--- src/rtl/i2c_pkg.sv ---
// Shared I2C constants and the target state encoding.
// The initiator side uses the same ACK/NACK and width constants.
package i2c_pkg;

   localparam int I2C_BYTE_W   = 8;
   localparam int I2C_ADDR_W   = 7;
   localparam int I2C_BITCNT_W = 4;

   localparam logic I2C_ACK  = 1'b0;
   localparam logic I2C_NACK = 1'b1;

   typedef enum logic [3:0] {
      ST_IDLE,
      ST_ADDR,
      ST_ADDR_ACK,
      ST_PTR,
      ST_PTR_ACK,
      ST_WR,
      ST_WR_ACK,
      ST_RD,
      ST_RD_ACK,
      ST_WAIT
   } i2c_state_e;

endpackage

--- src/rtl/i2c_line_sync.sv ---
// Synchronizer for one raw bus line, with rise/fall strobes taken on the
// synchronized value. All flops reset to 1, which is the idle bus level.
module i2c_line_sync #(
   parameter int STAGES = 2
) (
   input  logic clk,
   input  logic rst_n,
   input  logic line_i,
   output logic level_o,
   output logic rise_o,
   output logic fall_o
);

   logic [STAGES-1:0] sync_q, sync_d;
   logic              prev_q, prev_d;

   always_comb begin
      sync_d = {sync_q[STAGES-2:0], line_i};
      prev_d = sync_q[STAGES-1];
   end

   always_ff @(posedge clk or negedge rst_n) begin
      if (!rst_n) begin
         sync_q <= '1;
         prev_q <= 1'b1;
      end else begin
         sync_q <= sync_d;
         prev_q <= prev_d;
      end
   end

   assign level_o = sync_q[STAGES-1];
   assign rise_o  = sync_q[STAGES-1] & ~prev_q;
   assign fall_o  = ~sync_q[STAGES-1] & prev_q;

endmodule

--- src/rtl/i2c_target.sv ---
// I2C target exposing an 8-bit register space: pointer write, register writes
// with auto-increment, and sequential reads. Open-drain SDA only; no stretching.
module i2c_target
   import i2c_pkg::*;
#(
   parameter logic [I2C_ADDR_W-1:0] ADDR        = 7'h42,
   parameter int                    SYNC_STAGES = 2
) (
   input  logic                  clk,
   input  logic                  rst_n,
   input  logic                  scl_in,
   input  logic                  sda_in,
   output logic                  sda_oe,
   output logic [I2C_BYTE_W-1:0] reg_addr,
   output logic [I2C_BYTE_W-1:0] reg_wdata,
   output logic                  reg_we,
   input  logic [I2C_BYTE_W-1:0] reg_rdata,
   output logic                  busy
);

   logic scl_s, scl_rise, scl_fall;
   logic sda_s, sda_rise, sda_fall;

   i2c_line_sync #(.STAGES(SYNC_STAGES)) u_scl_sync (
      .clk(clk), .rst_n(rst_n), .line_i(scl_in),
      .level_o(scl_s), .rise_o(scl_rise), .fall_o(scl_fall)
   );

   i2c_line_sync #(.STAGES(SYNC_STAGES)) u_sda_sync (
      .clk(clk), .rst_n(rst_n), .line_i(sda_in),
      .level_o(sda_s), .rise_o(sda_rise), .fall_o(sda_fall)
   );

   i2c_state_e              state_q, state_d;
   logic [I2C_BITCNT_W-1:0] cnt_q, cnt_d;
   logic [I2C_BYTE_W-1:0]   shift_q, shift_d;
   logic [I2C_BYTE_W-1:0]   ptr_q, ptr_d;
   logic [I2C_BYTE_W-1:0]   wdata_q, wdata_d;
   logic                    we_q, we_d;
   logic                    sda_oe_q, sda_oe_d;
   logic                    busy_q, busy_d;
   logic                    rw_q, rw_d;

   logic                  start_det, stop_det;
   logic [I2C_BYTE_W-1:0] rx_byte;

   assign start_det = scl_s & sda_fall;
   assign stop_det  = scl_s & sda_rise;
   assign rx_byte   = {shift_q[I2C_BYTE_W-2:0], sda_s};

   always_comb begin
      state_d  = state_q;
      cnt_d    = cnt_q;
      shift_d  = shift_q;
      ptr_d    = ptr_q;
      wdata_d  = wdata_q;
      we_d     = 1'b0;
      sda_oe_d = sda_oe_q;
      busy_d   = busy_q;
      rw_d     = rw_q;
      if (stop_det) begin
         state_d  = ST_IDLE;
         sda_oe_d = 1'b0;
         busy_d   = 1'b0;
      end else if (start_det) begin
         state_d  = ST_ADDR;
         cnt_d    = '0;
         sda_oe_d = 1'b0;
      end else begin
         case (state_q)
            ST_IDLE: ;
            ST_WAIT: begin
               sda_oe_d = 1'b0;
               busy_d   = 1'b0;
            end
            ST_ADDR, ST_PTR, ST_WR: begin
               if (scl_rise) begin
                  shift_d = rx_byte;
                  cnt_d   = cnt_q + 4'd1;
                  if (cnt_q == 4'd7) begin
                     if (state_q == ST_ADDR) begin
                        if (rx_byte[7:1] == ADDR) begin
                           state_d = ST_ADDR_ACK;
                           rw_d    = rx_byte[0];
                           busy_d  = 1'b1;
                        end else begin
                           state_d = ST_WAIT;
                           busy_d  = 1'b0;
                        end
                     end else if (state_q == ST_PTR) begin
                        ptr_d   = rx_byte;
                        state_d = ST_PTR_ACK;
                     end else begin
                        wdata_d = rx_byte;
                        we_d    = 1'b1;
                        state_d = ST_WR_ACK;
                     end
                  end
               end
            end
            // First SCL fall after bit 8 asserts ACK; the next fall ends bit 9.
            ST_ADDR_ACK, ST_PTR_ACK, ST_WR_ACK: begin
               if (scl_fall) begin
                  if (!sda_oe_q) begin
                     sda_oe_d = 1'b1;
                  end else begin
                     sda_oe_d = 1'b0;
                     cnt_d    = '0;
                     if (state_q == ST_ADDR_ACK) begin
                        if (rw_q) begin
                           state_d  = ST_RD;
                           shift_d  = reg_rdata;
                           sda_oe_d = ~reg_rdata[7];
                        end else begin
                           state_d = ST_PTR;
                        end
                     end else begin
                        state_d = ST_WR;
                        if (state_q == ST_WR_ACK) ptr_d = ptr_q + 8'd1;
                     end
                  end
               end
            end
            ST_RD: begin
               if (scl_rise) begin
                  cnt_d = cnt_q + 4'd1;
               end else if (scl_fall) begin
                  if (cnt_q == 4'd8) begin
                     sda_oe_d = 1'b0;
                     state_d  = ST_RD_ACK;
                  end else begin
                     shift_d  = {shift_q[I2C_BYTE_W-2:0], 1'b0};
                     sda_oe_d = ~shift_q[6];
                  end
               end
            end
            // Pointer advances at the ACK sample so reg_rdata settles before the reload.
            ST_RD_ACK: begin
               if (scl_rise) begin
                  cnt_d = cnt_q + 4'd1;
                  if (sda_s == I2C_NACK) begin
                     state_d = ST_WAIT;
                     busy_d  = 1'b0;
                  end else begin
                     ptr_d = ptr_q + 8'd1;
                  end
               end else if (scl_fall && cnt_q == 4'd9) begin
                  state_d  = ST_RD;
                  cnt_d    = '0;
                  shift_d  = reg_rdata;
                  sda_oe_d = ~reg_rdata[7];
               end
            end
            default: state_d = ST_IDLE;
         endcase
      end
   end

   always_ff @(posedge clk or negedge rst_n) begin
      if (!rst_n) begin
         state_q  <= ST_IDLE;
         cnt_q    <= '0;
         shift_q  <= '0;
         ptr_q    <= '0;
         wdata_q  <= '0;
         we_q     <= 1'b0;
         sda_oe_q <= 1'b0;
         busy_q   <= 1'b0;
         rw_q     <= 1'b0;
      end else begin
         state_q  <= state_d;
         cnt_q    <= cnt_d;
         shift_q  <= shift_d;
         ptr_q    <= ptr_d;
         wdata_q  <= wdata_d;
         we_q     <= we_d;
         sda_oe_q <= sda_oe_d;
         busy_q   <= busy_d;
         rw_q     <= rw_d;
      end
   end

   assign sda_oe    = sda_oe_q;
   assign reg_addr  = ptr_q;
   assign reg_wdata = wdata_q;
   assign reg_we    = we_q;
   assign busy      = busy_q;

endmodule

--- config.mk ---
export PLATFORM = sky130hd
export DESIGN_NAME = i2c_target
export DESIGN_NICKNAME = d
export VERILOG_FILES = /design/src/rtl/i2c_pkg.sv /design/src/rtl/i2c_line_sync.sv /design/src/rtl/i2c_target.sv
export SDC_FILE = /design/constraint.sdc
export NUM_CORES = 1
export LEC_CHECK = 0
export CAP_MARGIN = 20
export CORE_ASPECT_RATIO = 0.7
export CORE_UTILIZATION = 45
export DETAILED_ROUTE_END_ITERATION = 12
export GPL_TIMING_DRIVEN = 0
export HOLD_SLACK_MARGIN = 0.02
export PLACE_DENSITY = 0.69
export SYNTH_ARGS = -nofsm -noshare
export SYNTH_HDL_FRONTEND = slang
export SYNTH_SLANG_ARGS = --single-unit
--- constraint.sdc ---
create_clock -name clk -period 2.8 [get_ports clk]
set_input_delay 0.42 -clock clk [delete_from_list [all_inputs] [get_ports clk]]
set_output_delay 0.42 -clock clk [all_outputs]
set_load 0.005 [all_outputs]
# Word-level counts from Yosys, hierarchy flattened

Cells that the tools add are included.

Bitwise operators: 16
Add/subtract/negate cells: 2
Reduce and logical (&&, ||, !) cells: 19
Multiply operators: 0
Magnitude comparators: 0
Multiplexer cells: 75
Div/mod/pow operators: 0
Shifts and indexed selects: 0
Eq/ne operators: 52

Operator list:

| kind                  | count |
|---|---|
| $mux W4               | 21 |
| $mux W8               | 10 |
| $mux W7               | 10 |
| $ne A4 B4 Y1 const B  | 10 |
| $ne A2 B2 Y1 const B  | 17 |
| $pmux W7 S4           | 1 |
| $mux W1               | 26 |
| $reduce_and A13 Y1    | 2 |
| $pmux W8 S3           | 1 |
| $reduce_and A7 Y1     | 3 |
| $eq A4 B3 Y1 const B  | 5 |
| $pmux W4 S5           | 1 |
| $ne A3 B3 Y1 const B  | 6 |
| $eq A4 B4 Y1 const B  | 4 |
| $pmux W4 S3           | 1 |
| $reduce_and A6 Y1     | 2 |
| $reduce_bool A4 Y1    | 3 |
| $not A1 Y1            | 10 |
| $reduce_and A10 Y1    | 1 |
| $add A8 B1 Y8 const B | 1 |
| $eq A4 B2 Y1 const B  | 2 |
| $eq A7 B7 Y1 const B  | 1 |
| $and A1 B1 Y1         | 6 |
| $ne A3 B1 Y1 const B  | 2 |
| 17 further kinds      | 18 |

Register bits after elaboration: 41
Memories kept: 0
Bits in latches: 0
Bits in writable memories: 0
Memory bits (read-only): 0

# Longest topological paths before layout

Gate-level depths: netlist of run 1.

Word-level depth: 8
Mapped depth: 8
Gate-level depth less buffers: 7

# Cells and area by module

A second synthesis of run 1 with hierarchy kept.

Cells, all modules: 262
Area, all modules: 2,492.4 µm²

By module, submodules not included:

| module        | cells each | instances | area an instance (µm²) |
|---|---|---|---|
| i2c_target    | 252        | 1         | 2,304.7 |
| i2c_line_sync | 5          | 2         | 93.8 |

# Worst setup path before layout of run 1

OpenSTA, ideal clock, no wires.

Path kind: register to register
From: reg state_q[2]
To: reg state_q[1]
Stages on the path, launching flop included: 7
Slack: 0.785 ns
Path buffers: 1
Arrival: 1.890 ns
Data required time: 2.675 ns
Path through: dfrtp_1 buf_6 or4b_4 a211oi_2 a211oi_2 a21oi_2 mux2_2

Longest elaborated chain between the ends: 8
Elaborated cells on any way between the ends: 34
Those cells by class: 19 x eq/ne; 10 x mux; 5 x reduce/logical

Ends and longest elaborated chain:

| item                     | RTL line                           | source |
|---|---|---|
| start: declaration       | i2c_target.sv:34                   | `i2c_state_e state_q, state_d;` |
| start signal: assignment | i2c_target.sv:171                  | `state_q <= state_d;` |
| $eq A4 B2 Y1             | i2c_target.sv:70, i2c_target.sv:90 |  |
| $mux W2                  | i2c_target.sv:90                   | `end else if (state_q == ST_PTR) begin` |
| $mux W4                  | i2c_target.sv:81                   | `if (state_q == ST_ADDR) begin` |
| $mux W4                  | i2c_target.sv:80                   | `if (cnt_q == 4'd7) begin` |
| $mux W4                  | i2c_target.sv:77                   | `if (scl_rise) begin` |
| $pmux W4 S5              | i2c_target.sv:70                   | `case (state_q)` |
| $mux W4                  | i2c_target.sv:65                   | `end else if (start_det) begin` |
| $mux W4                  | i2c_target.sv:61                   | `if (stop_det) begin` |

Several ways; a longest one is shown, not always the timed one. The select of a mux whose other input is x is not followed.
A chain may end at the register's enable or synchronous reset.

# Worst setup path in the final report of run 1

From: reg u_scl_sync.sync_q[1]
To: reg wdata_q[0], in the netlist reg_wdata[0]

Longest elaborated chain between the ends: 3
Elaborated cells on any way between the ends: 6
Those cells by class: 5 x bitwise; 1 x reduce/logical

Ends and longest elaborated chain:

| item                             | RTL line                           | source |
|---|---|---|
| start: declaration               | i2c_line_sync.sv:14                | `logic [STAGES-1:0] sync_q, sync_d;` |
| start signal: assignment         | i2c_line_sync.sv:27                | `sync_q <= sync_d;` |
| $and A1 B1 Y1 (on tied branches) | i2c_target.sv:47, i2c_target.sv:48 |  |
| $not A1 Y1 (no line)             | --                                 |  |
| $reduce_and A7 Y1 (no line) *    | --                                 |  |
| end signal: assignment           | i2c_target.sv:175                  | `wdata_q <= wdata_d;` |
| end: declaration                 | i2c_target.sv:38                   | `logic [I2C_BYTE_W-1:0] wdata_q, wdata_d;` |

Mark *: on every way between the ends. The rest lies on a longest branch, timed or not.

==> impl_metrics.py, run 1 <==
metrics = {
    "run_status": {
        "status": "finished, final reports clean",
    },
    "pwr": {
        "vdd_drop_max_v": 0.000394,
        "internal-power_mw": 1.65,
        "switching_power_mw": 1.31,
        "p_comb_share_pct": 53.6,
        "pwr-share-seq_pct": 32.6,
        "swShare_pct": 44.3,
        "clkPwrFrac_pct": 13.8,
        "power_density_mw_per_mm2": 958,
        "p_leak_nw": 1.28,
    },
    "logic_synthesis": {
        "ys_warn_count": 0,
        "synth-edff-count": 0,
        "syn_area_per_cell_um2": 9.62,
        "ys.flop_type": "dfrtp_1",
        "syn_nets": 285,
        "seq_area_frac_synth_pct": 39.9,
        "synthArstFlopShare_pct": 100,
        "yosys_register_bits": 41,
        "synth_cell_types": 64,
        "syn_area_mm2": 0.00259,
        "synthCells": 269,
    },
    "worst_setup_path": {
        "r2r_slack_ps": 470,
        "cp.required_ps": 2990,
        "crit_type": "reg2reg",
        "r2r-start": "u_scl_sync.sync_q[1]",
        "crit_path_end_kind": "register",
        "timing.rr.end": "reg_wdata[0]",
        "worst-path-max-fanout": 8,
        "start_kind": "register",
        "reg2reg_depth": 5,
        "worstPathArrival_ps": 2520,
    },
    "sta": {
        "maxSlewViolCount": 0,
        "fmax_ghz": 0.429,
        "clock_skew_ps": 4.41,
        "slew_headroom_pct": 55.6,
        "tns_ps": 0,
        "worst_pin_slew_ps": 661,
        "fin_crit_sh_pct": 83.2,
        "rsz0062_at_grt": "no",
        "setup-violations-final": 0,
        "finalHoldViolCount": 0,
        "fin_crit_ps": 2330,
    },
    "global_route": {
        "grt_max_degree": 38,
        "grt_pass1_wl_um": 10800,
        "grt_use_total_pct": 23.2,
        "grt_pass1_vias": 2087,
        "antenna_found_initial": 0,
        "overflow": 0,
    },
    "placed_design": {
        "dp_hpwl_um": 4830,
        "gp_congestion": 0.947,
        "port_buffers": 30,
    },
    "die": {
        "core_area_mm2": 0.00540,
        "io_pins": 31,
        "die_area_mm2": 0.00606,
        "initial_core_util_pct": 48.0,
        "rows": 22,
        "die_width_um": 92.6,
        "die_h_um": 65.4,
    },
    "route": {
        "vias_per_cell": 5.96,
        "post_drt_wl_per_cell_um": 17.3,
        "drt_iter0_drc": 206,
        "ant_nets": 0,
        "first_pass_iters": 5,
        "drc": 0,
        "vias": 2272,
        "wl_um": 6580,
    },
    "cells_and_area": {
        "synthToLayoutAreaGrowth_pct": 19.5,
        "post-route-util_pct": 57.3,
        "antenna_cells": 0,
        "drive_gt1_share_pct": 20.1,
        "fin_nets": 324,
    },
    "clock_tree": {
        "tritoncts": "done",
        "htreeDepth": 2,
        "root_buffer": "clkbuf_8",
        "cts_buffers": 5,
        "insertion_delay_ps": 300,
        "path_clk_slew_ps": 90,
        "cts_resized": 0,
        "clock_sinks": 41,
        "clock_path_buffers": 2,
    },
    "min_path": {
        "whs_endpoint": "u_sda_sync.sync_q[1]",
        "min_path_cells": 0,
        "min-delay-start": "u_sda_sync.sync_q[0]",
        "hp-class": "reg2reg",
    },
    "job": {
        "maxCapViolCount": 0,
    },
}
stage by stage:
step	cell area (um2)	hold slack [ps]	worst slack [ps]	std cells	power, mW
6_report	3090	356	469	381	2.96
5_1_grt	3090	364	327	381	3.16
4_1_cts	3090	361	466	381	2.94
3_5_place_dp	2990	263	481	372	2.53
3_3_place_gp	2980	346	192	371	2.53
2_1_floorplan	2590	124	785	269	2.04
synthesized netlist by cell type (2+ instances only):
| cell type | number | area share [%] |
|---|---|---|
| and2_1 | 2 | 0.48 |
| buf_6 | 3 | 1.3 |
| a211oi_2 | 2 | 0.97 |
| nor4_1 | 2 | 0.48 |
| a21boi_0 | 2 | 0.58 |
| nand2_1 | 34 | 4.9 |
| nand3b_1 | 4 | 1.2 |
| mux2_2 | 19 | 8.3 |
| or2_2 | 2 | 0.48 |
| and3b_1 | 2 | 0.68 |
| nand3_1 | 11 | 2.1 |
| a2bb2oi_1 | 6 | 2.0 |
| dfrtp_1 | 35 | 34 |
| nor2b_1 | 2 | 0.48 |
| a211oi_1 | 2 | 0.58 |
| a211o_1 | 2 | 0.68 |
| a311oi_1 | 2 | 0.68 |
| a21o_1 | 2 | 0.58 |
| nor4_4 | 2 | 1.6 |
| o21ba_2 | 2 | 0.77 |
| nand2b_1 | 3 | 0.73 |
| a2111oi_0 | 2 | 0.68 |
| nand4_1 | 3 | 0.73 |
| xor2_1 | 2 | 0.68 |
| inv_1 | 9 | 1.3 |
| a21oi_1 | 8 | 1.5 |
| o21ai_0 | 12 | 2.3 |
| buf_2 | 4 | 0.77 |
| clkbuf_1 | 6 | 0.87 |
| dfstp_2 | 6 | 6.1 |
| and3_1 | 6 | 1.5 |
| nor2_1 | 14 | 2.0 |
| nor3_1 | 11 | 2.1 |
| o31ai_1 | 2 | 0.58 |
| mux2i_1 | 2 | 0.77 |
| a31o_2 | 2 | 0.68 |
| o22ai_1 | 2 | 0.48 |
| ha_1 | 4 | 1.9 |
| a31oi_1 | 3 | 0.73 |
| o211ai_1 | 5 | 1.5 |
| and2b_1 | 2 | 0.58 |
cell families after synthesis:
logic type	Yosys count	share of synthesized area [%]
XOR/XNOR	2	0.677
multiplexers	21	9.04
adder cells (fa/ha/maj)	5	2.32
AO/OA/AOI/OAI	68	19.9
buffers and inverters	23	4.55
flip-flops	41	39.9
AND/OR/NAND/NOR	109	23.5
state kept, by name (all words and copies together), names as in the netlist:
signal             flops
busy                   1
cnt_q                  4
reg_addr               8
reg_wdata              8
reg_we                 1
rw_q                   1
sda_oe                 1
shift_q                7
state_q                4
u_scl_sync.prev_q      1
u_scl_sync.sync_q      2
u_sda_sync.prev_q      1
u_sda_sync.sync_q      2
worst max-delay path, stage by stage (launching register included):
cell      delay, ps
dfstp_2         600
nand2b_1         70
clkbuf_1        200
or2_4           320
nor4_4          640
mux2_2          400
how the worst max path moves through the flow:
stage                         start      endpoint  slack [ps]  cells past startpoint
2_1_floorplan            state_q[2]    state_q[1]         780                      6
3_3_place_gp                  rst_n   reg_addr[5]         190                      1
3_5_place_dp   u_scl_sync.sync_q[1]  reg_wdata[5]         480                      5
4_1_cts        u_scl_sync.sync_q[1]  reg_wdata[5]         470                      5
5_1_grt        u_scl_sync.sync_q[1]   reg_addr[4]         330                      7
6_report       u_scl_sync.sync_q[1]  reg_wdata[0]         470                      5
layer usage:
metal	track usage, %	share of wire [%]	up-vias
met5	0	0	-
met1	38.4	53	1091
met3	4.28	7.8	7
met4	5.58	0.70	0
li1	-	-	1077
met2	29.9	39	97
cells in the final DEF, fill, tap and decap left out, drive strengths merged, types with 3 or more instances in the layout:
| cell | netlist | routed |
|---|---|---|
| dfrtp | 35 | 35 |
| nand2 | 34 | 34 |
| clkdlybuf4s50 | 0 | 29 |
| mux2 | 19 | 19 |
| nor2 | 14 | 14 |
| o21ai | 13 | 13 |
| nor3 | 11 | 11 |
| nand3 | 11 | 11 |
| clkbuf | 6 | 11 |
| inv | 9 | 10 |
| buf | 8 | 10 |
| a21oi | 9 | 9 |
| and3 | 6 | 6 |
| a2bb2oi | 6 | 6 |
| dfstp | 6 | 6 |
| o211ai | 5 | 5 |
| nand3b | 4 | 4 |
| ha | 4 | 4 |
| nor4 | 4 | 4 |
| a211oi | 4 | 4 |
| or2 | 4 | 4 |
| nand2b | 3 | 3 |
| a31oi | 3 | 3 |
| nand4 | 3 | 3 |
power by group through the flow:
stage	combinational, mW	sequential (mW)	clock, mW
2_1_floorplan	1.13	0.912	0
3_3_place_gp	1.56	0.970	0
3_5_place_dp	1.56	0.974	0
4_1_cts	1.57	0.962	0.409
5_1_grt	1.74	0.994	0.429
6_report	1.59	0.966	0.408
layout make-up:
class                           instances  area, um2
Fill cell                             484       2300
Multi-Input combinational cell        205       1440
Sequential cell                        41       1030
Timing Repair Buffer                   32        325
Tap cell                               72       90.1
Buffer                                 14       83.8
Clock buffer                            5       68.8
Inverter                                9       33.8
Clock inverter                          3       21.3
timing repair:
action	CTS	global route
hold endpoints to repair	4	0
endpoints found under the setup margin	0	0
hold buffers	1	0
setup buffers	0	0
Power figures use the tool's default switching activity.
==> inputs of run 2 (changes only) <==
- PLACE_DENSITY: 0.69 -> 0.71
- clock period: 2.8 -> 2.05 ns (I/O delays scaled with it)
==> impl_metrics.py, run 2 (same netlist as run 1, synthesis figures left out) <==
metrics = {
    "run_status": {
        "status": "finished, violations left",
        "failed_checks": "setup timing",
    },
    "placed_design": {
        "placed_cells": 372,
        "dp_hpwl_um": 4760,
        "port_buffers": 30,
        "gp_congestion": 0.942,
    },
    "pwr": {
        "clkPwrFrac_pct": 12.6,
        "internal-power_mw": 2.48,
        "vdd_drop_max_v": 0.000430,
        "switching_power_mw": 2.00,
        "total_power_mw": 4.49,
        "pwr-share-seq_pct": 30.6,
        "p_comb_share_pct": 56.8,
        "swShare_pct": 44.6,
        "p_leak_nw": 1.39,
        "power_density_mw_per_mm2": 1320,
    },
    "worst_setup_path": {
        "worst-path-max-fanout": 8,
        "critPathMaxStageDelay_ps": 600,
        "path_depth": 6,
        "crit_path_end_kind": "register",
        "start_kind": "register",
        "crit_family": "simple AND/OR/NAND/NOR gates",
        "crit_chain": "buf_6, or4b_4, a211oi_4, a211oi_2, a21oi_2, mux2_2",
        "crit_type": "reg2reg",
        "critPathBufInv": 1,
        "worstPathArrival_ps": 2400,
        "cp.required_ps": 2240,
        "cp_slowest_cell": "or4b_4",
        "reg2reg_depth": 6,
    },
    "die": {
        "io_pins": 31,
        "rows": 22,
        "die_h_um": 65.4,
        "core_area_mm2": 0.00540,
        "die_area_mm2": 0.00606,
        "initial_core_util_pct": 48.0,
        "die_width_um": 92.6,
    },
    "sta": {
        "fin_crit_sh_pct": 108,
        "setup-violations-final": 21,
        "worst_pin_slew_ps": 456,
        "maxSlewViolCount": 0,
        "fmax_ghz": 0.452,
        "fin_ws_ps": -162,
        "fin_crit_ps": 2210,
        "slew_headroom_pct": 69.6,
        "hold_slack_ps": 361,
        "tns_ps": -2120,
        "finalHoldViolCount": 0,
        "clock_skew_ps": 9.44,
        "rsz0062_at_grt": "yes",
    },
    "route": {
        "first_pass_iters": 5,
        "ant_nets": 0,
        "drc": 0,
        "wl_um": 7090,
        "post_drt_wl_per_cell_um": 18.0,
        "vias_per_cell": 6.05,
        "drt_iter0_drc": 197,
        "vias": 2382,
    },
    "cells_and_area": {
        "antenna_cells": 0,
        "synthToLayoutAreaGrowth_pct": 31.6,
        "nFillCells": 473,
        "mostFrequentLayoutCell": "nand2_1",
        "final_cells": 394,
        "fin_nets": 337,
        "final_cell_mix": "nand2_1, dfrtp_1, clkdlybuf4s50_1",
        "drive_gt1_share_pct": 33.5,
    },
    "global_route": {
        "grt_max_degree": 34,
        "overflow": 0,
        "grt_use_total_pct": 24.7,
        "antenna_found_initial": 0,
        "grt_pass1_wl_um": 11500,
        "grt_pass1_vias": 2206,
    },
    "min_path": {
        "hp-class": "reg2reg",
        "min_path_cells": 0,
    },
    "clock_tree": {
        "path_clk_slew_ps": 90,
        "clock_sinks": 41,
        "clock_path_buffers": 2,
        "tritoncts": "done",
        "cts_buffers": 5,
        "htreeDepth": 2,
        "root_buffer": "clkbuf_8",
        "insertion_delay_ps": 300,
    },
    "job": {
        "maxCapViolCount": 0,
    },
}
[run 2: final cells by class]
cell class,count,area [um2],share of cell area (%)
clock inverter,3,25.0,0.735
multi-input combinational,205,1600,47.0
clock buffer,5,68.8,2.02
timing repair buffer,49,468,13.7
tap,72,90.1,2.65
inverter,9,33.8,0.992
sequential,41,1040,30.5
buffer,10,81.3,2.39
[run 2: path summary, 6_finish.rpt]
path,from,end,slack [ps]
setup / recovery,state_q[2],state_q[1],-160
hold / removal,u_scl_sync.sync_q[0],u_scl_sync.sync_q[1],360
setup reg to reg,state_q[2],state_q[1],-160
hold reg to reg,u_scl_sync.sync_q[0],u_scl_sync.sync_q[1],360
max in group asynchronous,rst_n,u_sda_sync.prev_q,1150
min in group asynchronous,rst_n,cnt_q[0],390
[run 2: power by group through the flow]
stage / registers [mW] / logic (mW) / clock network, mW
after floorplan: 1.25 / 1.54 / 0
after global routing: 1.42 / 2.75 / 0.614
after global placement: 1.33 / 2.09 / 0
final: 1.37 / 2.55 / 0.563
after CTS: 1.36 / 2.37 / 0.581
after detailed placement: 1.34 / 2.10 / 0
[run 2: layer usage]
metal	track usage, %	up-vias	share of wire (%)
li1	-	1111	-
met4	6.73	0	1.6
met5	0	-	0
met2	34.1	119	42
met1	38.8	1140	49
met3	4.51	12	7.5
[run 2: repair_timing]
| action | in CTS | in global routing |
|---|---|---|
| setup buffers | 12 | 5 |
| endpoints found under the hold margin | 5 | 0 |
| setup endpoints to repair | 28 | 23 |
| pin swaps | 14 | 5 |
| hold buffers | 1 | 0 |
| gates resized for setup | 33 | 19 |
[run 2: worst reg2reg max path: cells and delay by family (launching register included)]
family	cells	cell delay [ps]
AO/OA/AOI/OAI	3	600
AND/OR/NAND/NOR	1	600
flip-flops	1	380
buffers and inverters	1	140
multiplexers	1	380
[run 2: per-stage QoR]
stage | setup slack [ps] | instance area (um2) | utilization (%)
finish | -162 | 3400 | 63.1
global route | -195 | 3400 | 63.1
CTS | -111 | 3310 | 61.4
global placement | -420 | 2980 | 55.2
floorplan | 34.9 | 2590 | -
detailed placement | -228 | 2990 | 55.5
